$ cat config.mk
export PLATFORM = sky130hd
export DESIGN_NAME = mem_wb_stage
export DESIGN_NICKNAME = d
export VERILOG_FILES = /design/src/rtl/mem_wb_stage.sv
export SDC_FILE = /design/constraint.sdc
export NUM_CORES = 1
export LEC_CHECK = 0
export CAP_MARGIN = 20
export CORE_ASPECT_RATIO = 0.5
export CORE_MARGIN = 4
export CORE_UTILIZATION = 32
export DETAILED_ROUTE_END_ITERATION = 7
export PLACE_DENSITY = 0.77
export SYNTH_ARGS = -nofsm -noshare
export SYNTH_HDL_FRONTEND = slang
export SYNTH_SLANG_ARGS = --single-unit
$ cat constraint.sdc
create_clock -name clk -period 2.08 [get_ports clk]
set_input_delay 0.312 -clock clk [delete_from_list [all_inputs] [get_ports clk]]
set_output_delay 0.312 -clock clk [all_outputs]
set_load 0.005 [all_outputs]
$ cat src/rtl/mem_wb_stage.sv
// MEM/WB pipeline register: selects the writeback source, extracts and extends load data,
// and counts retired instructions.
module mem_wb_stage #(
  parameter int unsigned XLEN  = 32,
  parameter int unsigned RA_W  = 5,
  parameter int unsigned CNT_W = 32
) (
  input  logic                       clk,
  input  logic                       reset,
  input  logic                       stall,
  input  logic                       flush,
  input  logic                       in_valid,
  input  logic                       in_regwrite,
  input  logic [RA_W-1:0]            in_rd,
  input  logic [1:0]                 in_wb_sel,
  input  logic [XLEN-1:0]            in_alu_result,
  input  logic [XLEN-1:0]            in_mem_data,
  input  logic [XLEN-1:0]            in_pc_plus4,
  input  logic [XLEN-1:0]            in_imm,
  input  logic [1:0]                 in_load_size,
  input  logic                       in_load_unsigned,
  input  logic [$clog2(XLEN/8)-1:0]  in_byte_off,
  output logic                       wb_valid,
  output logic                       wb_regwrite,
  output logic [RA_W-1:0]            wb_rd,
  output logic [XLEN-1:0]            wb_data,
  output logic [CNT_W-1:0]           instret
);

  localparam int unsigned OffW = $clog2(XLEN / 8);

  if (XLEN != 32 && XLEN != 64) begin : gen_xlen_check
    $error("mem_wb_stage: XLEN must be 32 or 64");
  end

  logic [OffW-1:0] lane_off;
  logic [XLEN-1:0] lane_data;
  logic [XLEN-1:0] load_val;
  logic [XLEN-1:0] sel_val;

  logic            valid_q,    valid_d;
  logic            regwrite_q, regwrite_d;
  logic [RA_W-1:0] rd_q,       rd_d;
  logic [XLEN-1:0] data_q,     data_d;
  logic [CNT_W-1:0] instret_q, instret_d;

  // Sub-word loads are naturally aligned: drop the low offset bits below the access size.
  always_comb begin
    lane_off = '0;
    unique case (in_load_size)
      2'b00:   lane_off = in_byte_off;
      2'b01:   lane_off = in_byte_off & ~OffW'(1);
      2'b10:   lane_off = in_byte_off & ~OffW'(3);
      default: lane_off = '0;
    endcase
    lane_data = in_mem_data >> {lane_off, 3'b000};
  end

  always_comb begin
    load_val = lane_data;
    unique case (in_load_size)
      2'b00: begin
        if (in_load_unsigned) load_val = XLEN'(lane_data[7:0]);
        else                  load_val = XLEN'(signed'(lane_data[7:0]));
      end
      2'b01: begin
        if (in_load_unsigned) load_val = XLEN'(lane_data[15:0]);
        else                  load_val = XLEN'(signed'(lane_data[15:0]));
      end
      2'b10: begin
        if (in_load_unsigned) load_val = XLEN'(lane_data[31:0]);
        else                  load_val = XLEN'(signed'(lane_data[31:0]));
      end
      default: load_val = lane_data;
    endcase
  end

  always_comb begin
    sel_val = in_alu_result;
    unique case (in_wb_sel)
      2'b00:   sel_val = in_alu_result;
      2'b01:   sel_val = load_val;
      2'b10:   sel_val = in_pc_plus4;
      default: sel_val = in_imm;
    endcase
  end

  always_comb begin
    valid_d    = valid_q;
    regwrite_d = regwrite_q;
    rd_d       = rd_q;
    data_d     = data_q;
    instret_d  = instret_q;
    if (flush) begin
      valid_d    = 1'b0;
      regwrite_d = 1'b0;
      rd_d       = '0;
      data_d     = '0;
    end else if (!stall) begin
      valid_d    = in_valid;
      regwrite_d = in_valid & in_regwrite & (in_rd != '0);
      rd_d       = in_rd;
      data_d     = sel_val;
      if (in_valid) instret_d = instret_q + CNT_W'(1);
    end
  end

  always_ff @(posedge clk or posedge reset) begin
    if (reset) begin
      valid_q    <= 1'b0;
      regwrite_q <= 1'b0;
      rd_q       <= '0;
      data_q     <= '0;
      instret_q  <= '0;
    end else begin
      valid_q    <= valid_d;
      regwrite_q <= regwrite_d;
      rd_q       <= rd_d;
      data_q     <= data_d;
      instret_q  <= instret_d;
    end
  end

  assign wb_valid    = valid_q;
  assign wb_regwrite = regwrite_q;
  assign wb_rd       = rd_q;
  assign wb_data     = data_q;
  assign instret     = instret_q;

endmodule

# == Yosys cells after proc, flatten, opt, wreduce, memory -nomap -nowiden ==
# Index checks and enable logic that the tools add are counted.
# Widths: inputs -> output; s select.
# word_totals
elab_cells,32
register_bits,71
in_bits,146
output_inout_bits,71
# classes
muxes,13
shift,1
n_eq_ne,4
n_reduce_logical,4
n_bitwise,4
addsub,1
# ops
cell,n
$mux 32,4
$pmux 32 s3,1
$pmux 32 s2,1
$add 32x1->32 const B,1
$shr 32x5->32,1
$mux 5,2
$reduce_bool 5->1,1
$eq 2x1->1 const B,2
$logic_not 2->1,2
$mux 1,4
$pmux 2 s2,1
$reduce_and 3->1,1
$and 1x1->1,2
$eq 2x2->1 const B,1
$ne 2x1->1 const B,1
$not 1->1,2

# == Longest topological paths before layout ==
# logic_depth
depth_word,8
depth_mapped,7
depth_no_buf,5

# == Worst setup path after synthesis ==
# OpenSTA, ideal clock, no wires.
# synth_path
path_type,input port to flip-flop
startpoint,input port in_load_size[1]
endpoint,"register data_q[0], in the netlist wb_data[0]"
path_stages,7
n_path_buf,2
arrival_ps,1783
required_ps,1962
setup_slack_ps,179
setup_time_ps,118
path_cell_list,buf_6 nand2b_4 buf_6 mux4_2 mux4_2 mux2i_1 nor2_1
# synth_via
elab_chain_cells,8
elab_cells_between_ends,10
classes_between,1 x eq/ne; 1 x shift; 7 x mux; 1 x reduce/logical
# synth_lines
element,line,text
from (decl),20,"input logic [1:0] in_load_size,"
$eq 2x1->1 / $logic_not 2->1 (equally long branches),"50, 61",
$pmux 2 s2,50,unique case (in_load_size)
$shr 32x5->32,56,"lane_data = in_mem_data >> {lane_off, 3'b000};"
"$mux 32, on equally long branches","67, 63",
$pmux 32 s2 *,61,unique case (in_load_size)
$pmux 32 s3 *,80,unique case (in_wb_sel)
$mux 32 *,99,end else if (!stall) begin
$mux 32 *,94,if (flush) begin
to (signal assigned),119,data_q <= data_d;
to (decl),44,"logic [XLEN-1:0] data_q, data_d;"
# Every way passes the cells marked *; elsewhere a longest branch is shown, timed or not. The select of a mux whose other input is x is not followed.
# A chain may end at the register's enable or synchronous reset.

# == Final worst setup path ==
# layout_path
startpoint,input port in_load_size[0]
endpoint,"register data_q[5], in the netlist wb_data[5]"
# The elaborated chain is that of the path after synthesis.

==> impl_metrics.tcl <==
set metrics [dict create \
    syn_area_um2 4400 \
    synth_common_cells "dfrtp_1 (71), o22ai_1 (32), xnor2_1 (25), mux2_2 (23), nor2_1 (23)" \
    tightest_slew_ns 0.562 \
    r2r-start "instret[17]" \
    drc 0 \
    cts.root.buffer_cell "clkbuf_16" \
    max_freq_ghz 0.505 \
    hpwl_um 13300 \
    hold_viol 0 \
    min_period_over_period 0.951 \
    gp_congestion 0.948 \
    fp.dieW_um 174 \
    total_power_mw 4.23 \
    synth_warnings 0 \
    relSlewSlack 0.621 \
    dr_total_vias 4478 \
    hold_ws_ns 0.437 \
    ir_drop_mv 0.408 \
    cp-start-kind "input port" \
    drtIter0Drc 274 \
    p_leak_nw 3.05 \
    synthToLayoutAreaGrowth_pct 67.3 \
    hold_class "in2async" \
    slew_violations 0 \
    clkSinkCount 71 \
    path_class "in2reg" \
    grt_pass1_wl_um 25600 \
    cp_max_fo 7 \
    pin_count 217 \
    num_antenna_cells 0 \
    yosysSeqAreaShare 0.404 \
    totalWireLength_um 16700 \
    syn_inst 403 \
    cts_buffers 9 \
    wire_per_inst_um 20.0 \
    synth_top_cell_area_share 0.404 \
    fp.coreArea_um2 13100 \
    setup_tns_ns 0 \
    min_period_ns 1.98 \
    initial_utilization 0.337 \
    synth_edf_count 0 \
    insertion_delay_ns 0.33 \
    cp.required_ns 2.29 \
    synth_nets 550 \
    port_buffers 216 \
    synth-seq-cells 71 \
    cts_tree "yes" \
    setup_violations 0 \
    dpl-instance-area_um2 7040 \
    drive_gt1_frac 0.189 \
    status "finished clean" \
    grt_usage 0.204 \
    grt-ovfl-total 0 \
    die_h_um 90.9 \
    yosysTopAreaCell "dfrtp_1" \
    postSynth.asyncResetShare 1.00 \
    post-route-util 0.564 \
    syn_avg_cell_area_um2 10.9 \
    cp-startpoint "in_load_size[0]" \
    clkSlewWorstSetupHoldPaths_ns 0.06 \
    antenna_left 0 \
    rr_worst_depth 6 \
    cap_violations 0 \
    critPathArrivalTime_ns 2.19 \
    powerDensity_nw_per_um2 574 \
    fin_nets 809 \
    rsz0062_at_grt "false" \
    synth_ff_type "dfrtp_1" \
    grt_pass1_vias 4633 \
    die_area_um2 15800 \
    antenna_found_initial 0 \
    fin_worst_skew_ns 0.00495 \
    yosys-top-cells-area "dfrtp_1 (40%), mux4_2 (6.6%), mux2_2 (5.9%)" \
    num_rows 29 \
    drt-pass1-iter-count 5 \
    grt_max_degree 40 \
    endpoint_kind "register" \
    h-tree-depth 3 \
    ctsLongestPathBuffers 2 \
    avgViaCountPerCell 5.35 \
    stdcell_area_um2 7360 \
    yosysMostFrequentCell "dfrtp_1" \
    yosysUniqueCellTypes 54 \
]
==> final timing paths <==
kind	to	slack, ns
worst min-delay path	instret[23]	0.44
min in group clk	instret[31]	0.48
worst min register to register	instret[31]	0.48
worst max register to register	instret[26]	0.13
max in group asynchronous	wb_data[2]	1.22
worst max-delay path	wb_data[5]	0.10
==> cells by family (layout without fill, tap and decap cells) <==
family / Yosys count / in the layout / synth area share
AOI/OAI and AO/OA: 114 / 114 / 0.180
buffers and inverters: 37 / 301 / 0.0523
and+or+nand+nor: 96 / 96 / 0.128
adders and majority gates: 1 / 1 / 0.00284
DFF: 71 / 71 / 0.404
muxes: 53 / 53 / 0.171
xor gates and xnor gates: 31 / 31 / 0.0617
==> layout make-up <==
class / count / area [um2]
clock buffer: 9 / 225
clock inverter: 7 / 73.8
fill: 1108 / 5700
inverter: 10 / 41.3
multi-input combinational: 295 / 2390
sequential: 71 / 1780
tap: 170 / 213
timing repair buffer: 275 / 2640
==> report_power, final <==
group          switching, mW  leakage [nW]  internal (mW)
registers             0.0934         0.947           1.48
clock network          0.619         0.145          0.930
logic                  0.414          1.96          0.686
total                   1.13          3.05           3.10
==> routing by layer <==
layer / track usage / share of wire
met4: 0.0645 / 0.025
met3: 0.0456 / 0.066
met5: 0 / 0
met1: 0.263 / 0.40
met2: 0.347 / 0.51
==> cell usage in the layout, fill, tap and decap left out, types with 3 or more instances in the layout <==
| cell type | count |
|---|---|
| clkdlybuf4s50_1 | 213 |
| dfrtp_1 | 71 |
| buf_4 | 55 |
| o22ai_1 | 32 |
| xnor2_1 | 25 |
| mux2_2 | 23 |
| nor2_1 | 23 |
| o21ai_0 | 22 |
| nand2_1 | 16 |
| a221o_1 | 16 |
| mux2i_1 | 15 |
| mux4_2 | 14 |
| nand3_1 | 13 |
| and3_1 | 11 |
| a21oi_1 | 9 |
| clkbuf_16 | 9 |
| inv_1 | 8 |
| o211ai_1 | 7 |
| xor2_1 | 6 |
| nand4_1 | 6 |
| a22oi_1 | 6 |
| o221ai_1 | 5 |
| a21o_1 | 5 |
| and4_1 | 4 |
| nor2b_1 | 4 |
| nand2b_1 | 3 |
| o31ai_1 | 3 |
| clkinv_4 | 3 |
| buf_12 | 3 |
==> metrics by stage <==
step | std cells | worst slack [ns]
final | 837 | 0.102
after global routing | 837 | 0.0241
after CTS | 836 | 0.0616
after detailed placement | 818 | -0.388
after global placement | 818 | -0.325
after floorplan | 403 | 0.179
==> what timing repair did <==
item,in CTS,in global routing
resized for setup,3,1
setup buffers,2,1
hold buffers,0,0
endpoints found under the setup margin,3,2
==> worst max-delay path, cell delays in order <==
cell             delay (ns)
clkdlybuf4s50_1        0.49
nor3b_2                0.18
buf_4                  0.18
mux4_2                 0.30
mux4_2                 0.47
mux2i_1                0.20
nor2_1                 0.06
==> sequential cells by signal, summed over array words and instances (netlist names) <==
| register | count |
|---|---|
| wb_data | 32 |
| wb_rd | 5 |
| wb_regwrite | 1 |
| instret | 32 |
| wb_valid | 1 |
Power figures use the tool's default switching activity.
